===== config.mk =====
export PLATFORM = sky130hd
export DESIGN_NAME = serial_adder_ctrl
export DESIGN_NICKNAME = d
export VERILOG_FILES = /design/src/rtl/serial_adder_pkg.sv /design/src/rtl/serial_adder_ctrl_fulladder.sv /design/src/rtl/serial_adder_ctrl.sv
export SDC_FILE = /design/constraint.sdc
export NUM_CORES = 1
export LEC_CHECK = 0
export ABC_CLOCK_PERIOD_IN_PS = 2300
export BUFFER_PORTS_ARGS = -buffer_cell sky130_fd_sc_hd__buf_2
export CORE_ASPECT_RATIO = 0.75
export CORE_MARGIN = 2
export CORE_UTILIZATION = 57
export DETAILED_ROUTE_END_ITERATION = 10
export HOLD_SLACK_MARGIN = 0.03
export PLACE_DENSITY = 0.9
export SYNTH_ARGS = -nofsm -noshare
export SYNTH_HDL_FRONTEND = slang
export SYNTH_SLANG_ARGS = --single-unit

===== constraint.sdc =====
create_clock -name clk -period 2.3 [get_ports clk]
set_clock_uncertainty 0.05 [all_clocks]
set_input_delay 0 -clock clk [delete_from_list [all_inputs] [get_ports clk]]
set_output_delay 0 -clock clk [all_outputs]
set_load 0.1 [all_outputs]

===== src/rtl/serial_adder_pkg.sv =====
// Shared definitions for the bit-serial adder controller: FSM state codes,
// the default operand width and the counter-width helper.
package serial_adder_pkg;

    typedef enum logic [1:0] {
        ST_IDLE = 2'd0,
        ST_RUN  = 2'd1,
        ST_DONE = 2'd2
    } state_t;

    localparam int DEFAULT_WIDTH = 8;

    // Bit counter needs at least one bit, even for a single-bit adder.
    function automatic int cnt_width(input int w);
        return (w > 1) ? $clog2(w) : 1;
    endfunction

endpackage


===== src/rtl/serial_adder_ctrl_fulladder.sv =====
// Single-bit full adder, the shared arithmetic element of the serial adder.
module fulladder (
    input  logic a,
    input  logic b,
    input  logic cin,
    output logic sum,
    output logic cout
);

    assign sum  = a ^ b ^ cin;
    assign cout = (a & b) | (a & cin) | (b & cin);

endmodule


===== src/rtl/serial_adder_ctrl.sv =====
// Bit-serial adder: one fulladder time-shared over WIDTH cycles, LSB first.
//   state   | meaning
//   IDLE    | waiting for start
//   RUN     | one bit step per clock
//   DONE    | result valid, done pulse
module serial_adder_ctrl
    import serial_adder_pkg::*;
#(
    parameter int WIDTH = DEFAULT_WIDTH
) (
    input  logic             clk,
    input  logic             rst_n,
    input  logic             start,
    input  logic [WIDTH-1:0] a,
    input  logic [WIDTH-1:0] b,
    input  logic             cin,
    output logic             busy,
    output logic             done,
    output logic [WIDTH-1:0] sum,
    output logic             cout
);

    localparam int             CW   = cnt_width(WIDTH);
    localparam logic [CW-1:0]  LAST = CW'(WIDTH - 1);

    state_t           r_state;
    state_t           w_next;
    logic [CW-1:0]    r_cnt;
    logic [WIDTH-1:0] r_a;
    logic [WIDTH-1:0] r_b;
    logic             r_carry;
    logic [WIDTH-1:0] r_sum;
    logic             r_cout;
    logic             w_accept;
    logic             w_fa_sum;
    logic             w_fa_cout;

    fulladder u_fulladder (
        .a    (r_a[0]),
        .b    (r_b[0]),
        .cin  (r_carry),
        .sum  (w_fa_sum),
        .cout (w_fa_cout)
    );

    always_ff @(posedge clk or negedge rst_n) begin
        if (!rst_n) begin
            r_state <= ST_IDLE;
        end else begin
            r_state <= w_next;
        end
    end

    always_comb begin
        w_next = ST_IDLE;
        case (r_state)
            ST_IDLE: w_next = start ? ST_RUN : ST_IDLE;
            ST_RUN:  w_next = (r_cnt == LAST) ? ST_DONE : ST_RUN;
            ST_DONE: w_next = start ? ST_RUN : ST_IDLE;
            default: w_next = ST_IDLE;
        endcase
    end

    always_comb begin
        busy = 1'b0;
        done = 1'b0;
        case (r_state)
            ST_RUN:  busy = 1'b1;
            ST_DONE: done = 1'b1;
            default: ;
        endcase
    end

    // Start is honoured only outside RUN, so operands in flight never change.
    assign w_accept = start && ((r_state == ST_IDLE) || (r_state == ST_DONE));

    always_ff @(posedge clk or negedge rst_n) begin
        if (!rst_n) begin
            r_cnt   <= '0;
            r_a     <= '0;
            r_b     <= '0;
            r_carry <= 1'b0;
            r_sum   <= '0;
            r_cout  <= 1'b0;
        end else if (w_accept) begin
            r_cnt   <= '0;
            r_a     <= a;
            r_b     <= b;
            r_carry <= cin;
            r_sum   <= '0;
            r_cout  <= 1'b0;
        end else if (r_state == ST_RUN) begin
            r_sum[r_cnt] <= w_fa_sum;
            r_carry      <= w_fa_cout;
            r_a          <= r_a >> 1;
            r_b          <= r_b >> 1;
            if (r_cnt == LAST) begin
                r_cout <= w_fa_cout;
            end else begin
                r_cnt <= r_cnt + CW'(1);
            end
        end
    end

    assign sum  = r_sum;
    assign cout = r_cout;

endmodule


==> insert_results.sql, run 1 <==
INSERT INTO impl_metrics (metric_group, metric, value, unit) VALUES
('power', 'power_frac_clock', '11.1', '%'),
('cells_and_area', 'final.fill_count', '193', ''),
('drt', 'post_drt_via_cell_ratio', '5.478', ''),
('power', 'power', '2.929', 'mW'),
('power', 'swShare', '52.29', '%'),
('clock_network', 'htreeDepth', '2', ''),
('clock_network', 'clock_sinks', '31', ''),
('setup_path', 'cp.arrival', '2090', 'ps'),
('yosys', 'synth_area', '0.001505', 'mm2'),
('yosys', 'synth_seq_cells', '31', ''),
('clock_network', 'tritoncts_clock_tree', 'yes', ''),
('drt', 'postRouteAntennaNets', '0', ''),
('job', 'max_cap_violations', '0', ''),
('setup_path', 'rr_worst_depth', '5', ''),
('global_routing', 'first_global_vias', '1266', ''),
('setup_path', 'critical_path_maximum_fanout', '11', ''),
('power', 'p_int', '1.397', 'mW'),
('floorplanning', 'die_h', '48.51', 'um'),
('drt', 'drt-pass1-iter-count', '4', ''),
('cells_and_area', 'final_nets', '217', ''),
('setup_path', 'slowest_stage_cell_cp', 'sky130_fd_sc_hd__dfrtp_1', ''),
('sta', 'relSlewSlack', '55.75', '%'),
('sta', 'worstMarginPinSlew', '663.7', 'ps'),
('global_routing', 'largest_net_degree_at_the_start_of_global_routing', '32', ''),
('setup_path', 'crit_path_end_kind', 'flip-flop', ''),
('drt', 'total_via_count_in_the_routed_design', '1260', ''),
('yosys', 'netlist_instances', '149', ''),
('setup_path', 'crit_family', 'simple AND/OR/NAND/NOR gates', ''),
('floorplanning', 'die_w', '63.34', 'um'),
('cells_and_area', 'layout.area.seq', '775.7', 'um2'),
('drt', 'post-route-drc-count', '0', ''),
('yosys', 'synth_edf_count', '0', ''),
('setup_path', 'critical_path.endpoint', 'r_cnt[1]', ''),
('outcome', 'run_status', 'complete, no violations', ''),
('yosys', 'synth_area_per_cell', '10.10', 'um2'),
('sta', 'final-setup-viol-count', '0', ''),
('power', 'seq_power_share', '34.2', '%'),
('sta', 'timing.setup.tns', '0', 'ps'),
('power', 'vdd_drop_max', '0.9307', 'mV'),
('floorplanning', 'dieArea', '0.003072', 'mm2'),
('floorplanning', 'initial_core_util', '58.74', '%'),
('power', 'power_per_cell_area', '1560', 'mW/mm2'),
('setup_path', 'critical_path_depth', '5', ''),
('placed_design', 'gp_congestion', '0.8263', ''),
('yosys', 'synth_largest_type_area_fraction', '51.54', '%'),
('drt', 'initialDrtViolationCount', '79', ''),
('power', 'p_sw', '1.532', 'mW'),
('yosys', 'ys_top_cells_by_area', 'sky130_fd_sc_hd__dfrtp_1, sky130_fd_sc_hd__nand2_1, sky130_fd_sc_hd__mux2i_1', ''),
('yosys', 'synth_most_common_cell', 'sky130_fd_sc_hd__dfrtp_1', ''),
('sta', 'grt_setup_unrepaired', 'no', ''),
('setup_path', 'max_stage_delay', '550', 'ps'),
('cells_and_area', 'antenna_diode_instance_count', '0', ''),
('global_routing', 'grt_antenna_before_repair', '0', ''),
('setup_path', 'reg_to_reg_setup_timing_slack', '380', 'ps'),
('setup_path', 'worst_setup_path_start_kind', 'flip-flop', ''),
('sta', 'finalHoldViolCount', '0', ''),
('sta', 'fmaxAchievable', '522.0', 'MHz'),
('cells_and_area', 'drive_gt1_share', '23.71', '%'),
('clock_network', 'cts.reportedPaths.clkPinSlew', '90', 'ps'),
('floorplanning', 'core.rowCount', '16', ''),
('sta', 'min_period', '1916', 'ps'),
('placed_design', 'io_buffers', '30', ''),
('cells_and_area', 'multi_input_area', '621.8', 'um2'),
('yosys', 'dominant_synthesized_flop_cell', 'sky130_fd_sc_hd__dfrtp_1', ''),
('clock_network', 'clock_path_buffers', '2', ''),
('setup_path', 'timing.critical_path.required', '2470', 'ps'),
('floorplanning', 'top_level_ports', '31', ''),
('yosys', 'syn-num-nets', '172', ''),
('sta', 'final_max_slew_viol_count', '0', ''),
('yosys', 'synth.largest_area_cell', 'sky130_fd_sc_hd__dfrtp_1', ''),
('clock_network', 'cts_root_buf', 'sky130_fd_sc_hd__clkbuf_4', '');
how the worst min path moves through the flow:
stage / from / end / slack [ps] / cells after the start
final: start / cout / 110 / 3
after global routing: start / cout / 140 / 3
after CTS: start / cout / 90 / 3
after detailed placement: rst_n / r_a[0] / 30 / 1
after global placement: rst_n / r_a[0] / 10 / 1
after floorplan: rst_n / cout / -350 / 0
logic make-up after synthesis:
kind of cell / share of synthesized area (%)
AND/OR/NAND/NOR: 22.94
buffers and inverters: 7.148
multiplexers: 5.320
flip-flops: 51.54
AO/OA/AOI/OAI: 10.06
adder cells (fa/ha/maj): 2.992
cell type report:
cell class / count / share of cell area, %
Sequential cell: 31 / 41.31
Timing Repair Buffer: 51 / 18.79
Clock inverter: 1 / 0.2665
Multi-Input combinational cell: 98 / 33.11
Clock buffer: 6 / 2.732
Tap cell: 36 / 2.398
Inverter: 7 / 1.399
power by group through the flow:
stage	Combinational (mW)	Sequential [mW]	Clock, mW
6_report	1.60	1.00	0.324
3_3_place_gp	1.50	0.977	0
5_1_grt	1.73	1.03	0.359
2_1_floorplan	0.968	1.35	0
3_5_place_dp	1.57	1.00	0
4_1_cts	1.60	0.992	0.332
registers in the layout, summed over array words and instances, names as in the netlist:
name / count
r_a: 8
r_b: 8
r_cnt: 3
r_carry: 1
sum: 8
cout: 1
r_state: 2
routing by layer:
| layer | routed length (um) | share of wire (%) | global-route usage (%) | vias to the layer above |
|---|---|---|---|---|
| li1 | - | - | - | 599 |
| met3 | 257 | 7.8 | 6.744 | 10 |
| met4 | 42 | 1.3 | 12.68 | 0 |
| met1 | 1370 | 42 | 29.94 | 597 |
| met5 | 0 | 0 | 0 | - |
| met2 | 1630 | 49 | 38.07 | 54 |
worst min-delay path, stage by stage:
cell	delay [ps]
sky130_fd_sc_hd__buf_2	100
sky130_fd_sc_hd__nor2b_1	200
sky130_fd_sc_hd__a21oi_1	150
cell usage in the layout, fill, tap and decap left out, drive strengths merged, types with 2 or more instances in the layout:
cell type / n
a22o: 2
nor3: 4
nor2: 13
ha: 2
nand3: 7
nor4b: 2
mux2i: 8
a22oi: 3
a31oi: 8
nand2: 29
clkbuf: 6
nand2b: 2
nand4b: 2
inv: 7
dfrtp: 31
buf: 33
dlygate4sd3: 18
o21ai: 4
a221o: 3
what timing repair did:
action / CTS / global route
buffers inserted: 0 / 0
endpoints found under the hold margin: 48 / 0
hold buffers: 18 / 0
through the flow:
stage	hold WS, ps	util, %	std cells	cell area (um2)	setup slack (ps)
final	106.2	73.29	230	1878	384.4
after global routing	138.2	73.29	230	1878	290.1
after CTS	90.43	73.29	230	1878	391.6
after detailed placement	25.73	64.06	205	1642	411.0
after global placement	11.47	64.06	205	1642	528.5
after floorplan	-345.6	-	149	1505	794.3
No activity file was read; power rests on OpenSTA's default activity.
==> run 2: changes to the inputs <==
--- a/config.mk
+++ b/config.mk
@@ -5,14 +5,14 @@
 export SDC_FILE = /design/constraint.sdc
 export NUM_CORES = 1
 export LEC_CHECK = 0
-export ABC_CLOCK_PERIOD_IN_PS = 2300
+export ABC_CLOCK_PERIOD_IN_PS = 1900
 export BUFFER_PORTS_ARGS = -buffer_cell sky130_fd_sc_hd__buf_2
 export CORE_ASPECT_RATIO = 0.75
 export CORE_MARGIN = 2
-export CORE_UTILIZATION = 57
+export CORE_UTILIZATION = 53
 export DETAILED_ROUTE_END_ITERATION = 10
 export HOLD_SLACK_MARGIN = 0.03
-export PLACE_DENSITY = 0.9
+export PLACE_DENSITY = 0.85
 export SYNTH_ARGS = -nofsm -noshare
 export SYNTH_HDL_FRONTEND = slang
 export SYNTH_SLANG_ARGS = --single-unit
==> constraint.sdc (replaced) <==
create_clock -name clk -period 1.9 [get_ports clk]
set_clock_uncertainty 0.05 [all_clocks]
set_input_delay 0 -clock clk [delete_from_list [all_inputs] [get_ports clk]]
set_output_delay 0 -clock clk [all_outputs]
set_load 0.1 [all_outputs]
==> run 2 against run 1 <==
Setup slack got worse by 150 ps. Fmax increased by 15%. Critical path depth decreased by 1. Sequential cell count unchanged. Wire length increased by 15%. Core utilization about the same. Design area increased by 3.9%. Sequential share of layout area decreased by 1.6 points. Power increased by 32%. First-iteration DRC count increased by 29%.
==> insert_results.sql, run 2 (synthesized netlist as in run 1, its figures left out) <==
INSERT INTO impl_metrics (metric_group, metric, value, unit) VALUES
('outcome', 'run_status', 'complete, no violations', ''),
('cells_and_area', 'area_growth', '29.68', '%'),
('sta', 'final_max_slew_viol_count', '0', ''),
('floorplanning', 'top_level_ports', '31', ''),
('drt', 'total_via_count_in_the_routed_design', '1337', ''),
('clock_network', 'cts_root_buf', 'sky130_fd_sc_hd__clkbuf_8', ''),
('global_routing', 'grt_pass1_wl', '6265', 'um'),
('clock_network', 'clock_path_buffers', '2', ''),
('clock_network', 'numCtsBuffers', '5', ''),
('clock_network', 'holdBufCountCts', '18', ''),
('sta', 'min_period', '1661', 'ps'),
('setup_path', 'worstPathCellList', 'ha_1, or3b_1, nand3_1, o21ai_1', ''),
('global_routing', 'largest_net_degree_at_the_start_of_global_routing', '33', ''),
('floorplanning', 'die_w', '65.54', 'um'),
('clock_network', 'clk_latency', '290', 'ps'),
('cells_and_area', 'antenna_diode_instance_count', '0', ''),
('clock_network', 'post_cts.repair.setup_buffers', '0', ''),
('job', 'max_cap_violations', '0', ''),
('worst_hold_path', 'hp-start', 'start', ''),
('placed_design', 'placed_cell_count', '207', ''),
('floorplanning', 'core.rowCount', '16', ''),
('global_routing', 'grt_overflow', '0', ''),
('cells_and_area', 'final_cell_mix', 'sky130_fd_sc_hd__dfrtp_1, sky130_fd_sc_hd__nand2_1, sky130_fd_sc_hd__buf_2', ''),
('clock_network', 'tritoncts_clock_tree', 'yes', ''),
('clock_network', 'clock_sinks', '31', ''),
('setup_path', 'criticalPathCategory', 'flip-flop to flip-flop', ''),
('setup_path', 'source_of_the_critical_timing_path', 'r_cnt[2]', ''),
('floorplanning', 'initial_core_util', '56.53', '%'),
('drt', 'wire_length_reported_by_the_detailed_router', '3797', 'um'),
('floorplanning', 'die_h', '50.15', 'um'),
('setup_path', 'crit_family', 'simple AND/OR/NAND/NOR gates', ''),
('sta', 'fmaxAchievable', '601.9', 'MHz'),
('setup_path', 'slowest_stage_cell_cp', 'sky130_fd_sc_hd__dfrtp_1', ''),
('floorplanning', 'dieArea', '0.003287', 'mm2'),
('sta', 'grt_setup_unrepaired', 'no', ''),
('placed_design', 'place_ws', '304.9', 'ps'),
('sta', 'relSlewSlack', '54.88', '%'),
('clock_network', 'htreeDepth', '2', ''),
('sta', 'smallest_hold_slack', '134.3', 'ps'),
('setup_path', 'cp.arrival', '1780', 'ps'),
('sta', 'finalHoldViolCount', '0', ''),
('clock_network', 'cts.reportedPaths.clkPinSlew', '70', 'ps'),
('drt', 'post-route-drc-count', '0', ''),
('cells_and_area', 'commonest_non_fill_non_tap_cell_in_the_layout', 'sky130_fd_sc_hd__dfrtp_1', ''),
('global_routing', 'grt_antenna_before_repair', '0', ''),
('global_routing', 'first_global_vias', '1290', ''),
('sta', 'final_min_period_over_clock_period', '87.44', '%'),
('power', 'power_per_cell_area', '1979', 'mW/mm2'),
('drt', 'drt-pass1-iter-count', '5', ''),
('drt', 'post_drt_via_cell_ratio', '5.738', ''),
('placed_design', 'io_buffers', '30', ''),
('setup_path', 'crit_path_end_kind', 'flip-flop', ''),
('cells_and_area', 'drive_gt1_share', '24.37', '%'),
('sta', 'final-setup-viol-count', '0', ''),
('setup_path', 'worst_setup_path_start_kind', 'flip-flop', ''),
('placed_design', 'gp_congestion', '0.7888', ''),
('drt', 'initialDrtViolationCount', '102', ''),
('setup_path', 'regToRegStartpoint', 'r_cnt[2]', ''),
('placed_design', 'hpwlAfterDp', '2180', 'um'),
('global_routing', 'grt.total_usage', '26.44', '%'),
('power', 'total_leakage_power', '0.9545', 'nW'),
('sta', 'layout_setup_ws', '238.7', 'ps'),
('clock_network', 'post_cts.resized_instances', '0', ''),
('setup_path', 'max_stage_delay', '520', 'ps'),
('sta', 'timing.setup.tns', '0', 'ps'),
('floorplanning', 'placeableCoreArea', '0.002663', 'mm2'),
('drt', 'post_drt_wl_per_cell', '16.30', 'um'),
('worst_hold_path', 'worstHoldPathType', 'input port to flip-flop', ''),
('drt', 'postRouteAntennaNets', '0', ''),
('cells_and_area', 'final_nets', '219', ''),
('cells_and_area', 'final_cell_count_no_fill', '233', ''),
('power', 'vdd_drop_max', '1.129', 'mV'),
('setup_path', 'worstPathBufferInverterCount', '0', ''),
('setup_path', 'timing.critical_path.required', '2020', 'ps'),
('setup_path', 'critical_path_maximum_fanout', '10', ''),
('sta', 'worstMarginPinSlew', '676.8', 'ps');
run 2: worst register-to-register path: stages (launching register included):
cell	delay (ps)
sky130_fd_sc_hd__dfrtp_1	520
sky130_fd_sc_hd__ha_1	280
sky130_fd_sc_hd__or3b_1	470
sky130_fd_sc_hd__nand3_1	140
sky130_fd_sc_hd__o21ai_1	80
run 2: power by group:
group	total (mW)	switching (mW)	internal, mW
Combinational	2.13	1.50	0.630
Sequential	1.16	0.196	0.960
Clock	0.577	0.247	0.330
Total	3.86	1.94	1.92
run 2: final timing paths:
path,endpoint,slack (ps),depth (start not counted)
max,r_cnt[2],240,4
min,cout,130,3
max reg2reg,r_cnt[2],240,4
min reg2reg,r_b[7],460,1
max in group asynchronous,sum[1],1130,2
min in group asynchronous,r_a[2],230,2
run 2: stage by stage:
stage                     area, um2  power, mW  util [%]
after floorplan                1505      2.804         -
after global placement         1672      3.085     62.78
after detailed placement       1672      3.178     62.78
after CTS                      1952      3.804     73.31
after global routing           1952      4.067     73.31
final                          1952      3.863     73.31
run 2: metal layers:
metal	GRT usage, %	vias up	part of all wire (%)
met3	10.31	18	8.8
met2	37.93	82	47
met4	14.24	0	3.5
met5	0	-	0
met1	34.52	631	41
li1	-	606	-
run 2: layout make-up:
class | instances | area [um2]
Sequential cell | 31 | 775.7
Inverter | 7 | 26.28
Tap cell | 36 | 45.04
Timing Repair Buffer | 53 | 382.9
Clock buffer | 8 | 100.1
Fill cell | 176 | 710.7
Multi-Input combinational cell | 98 | 621.8
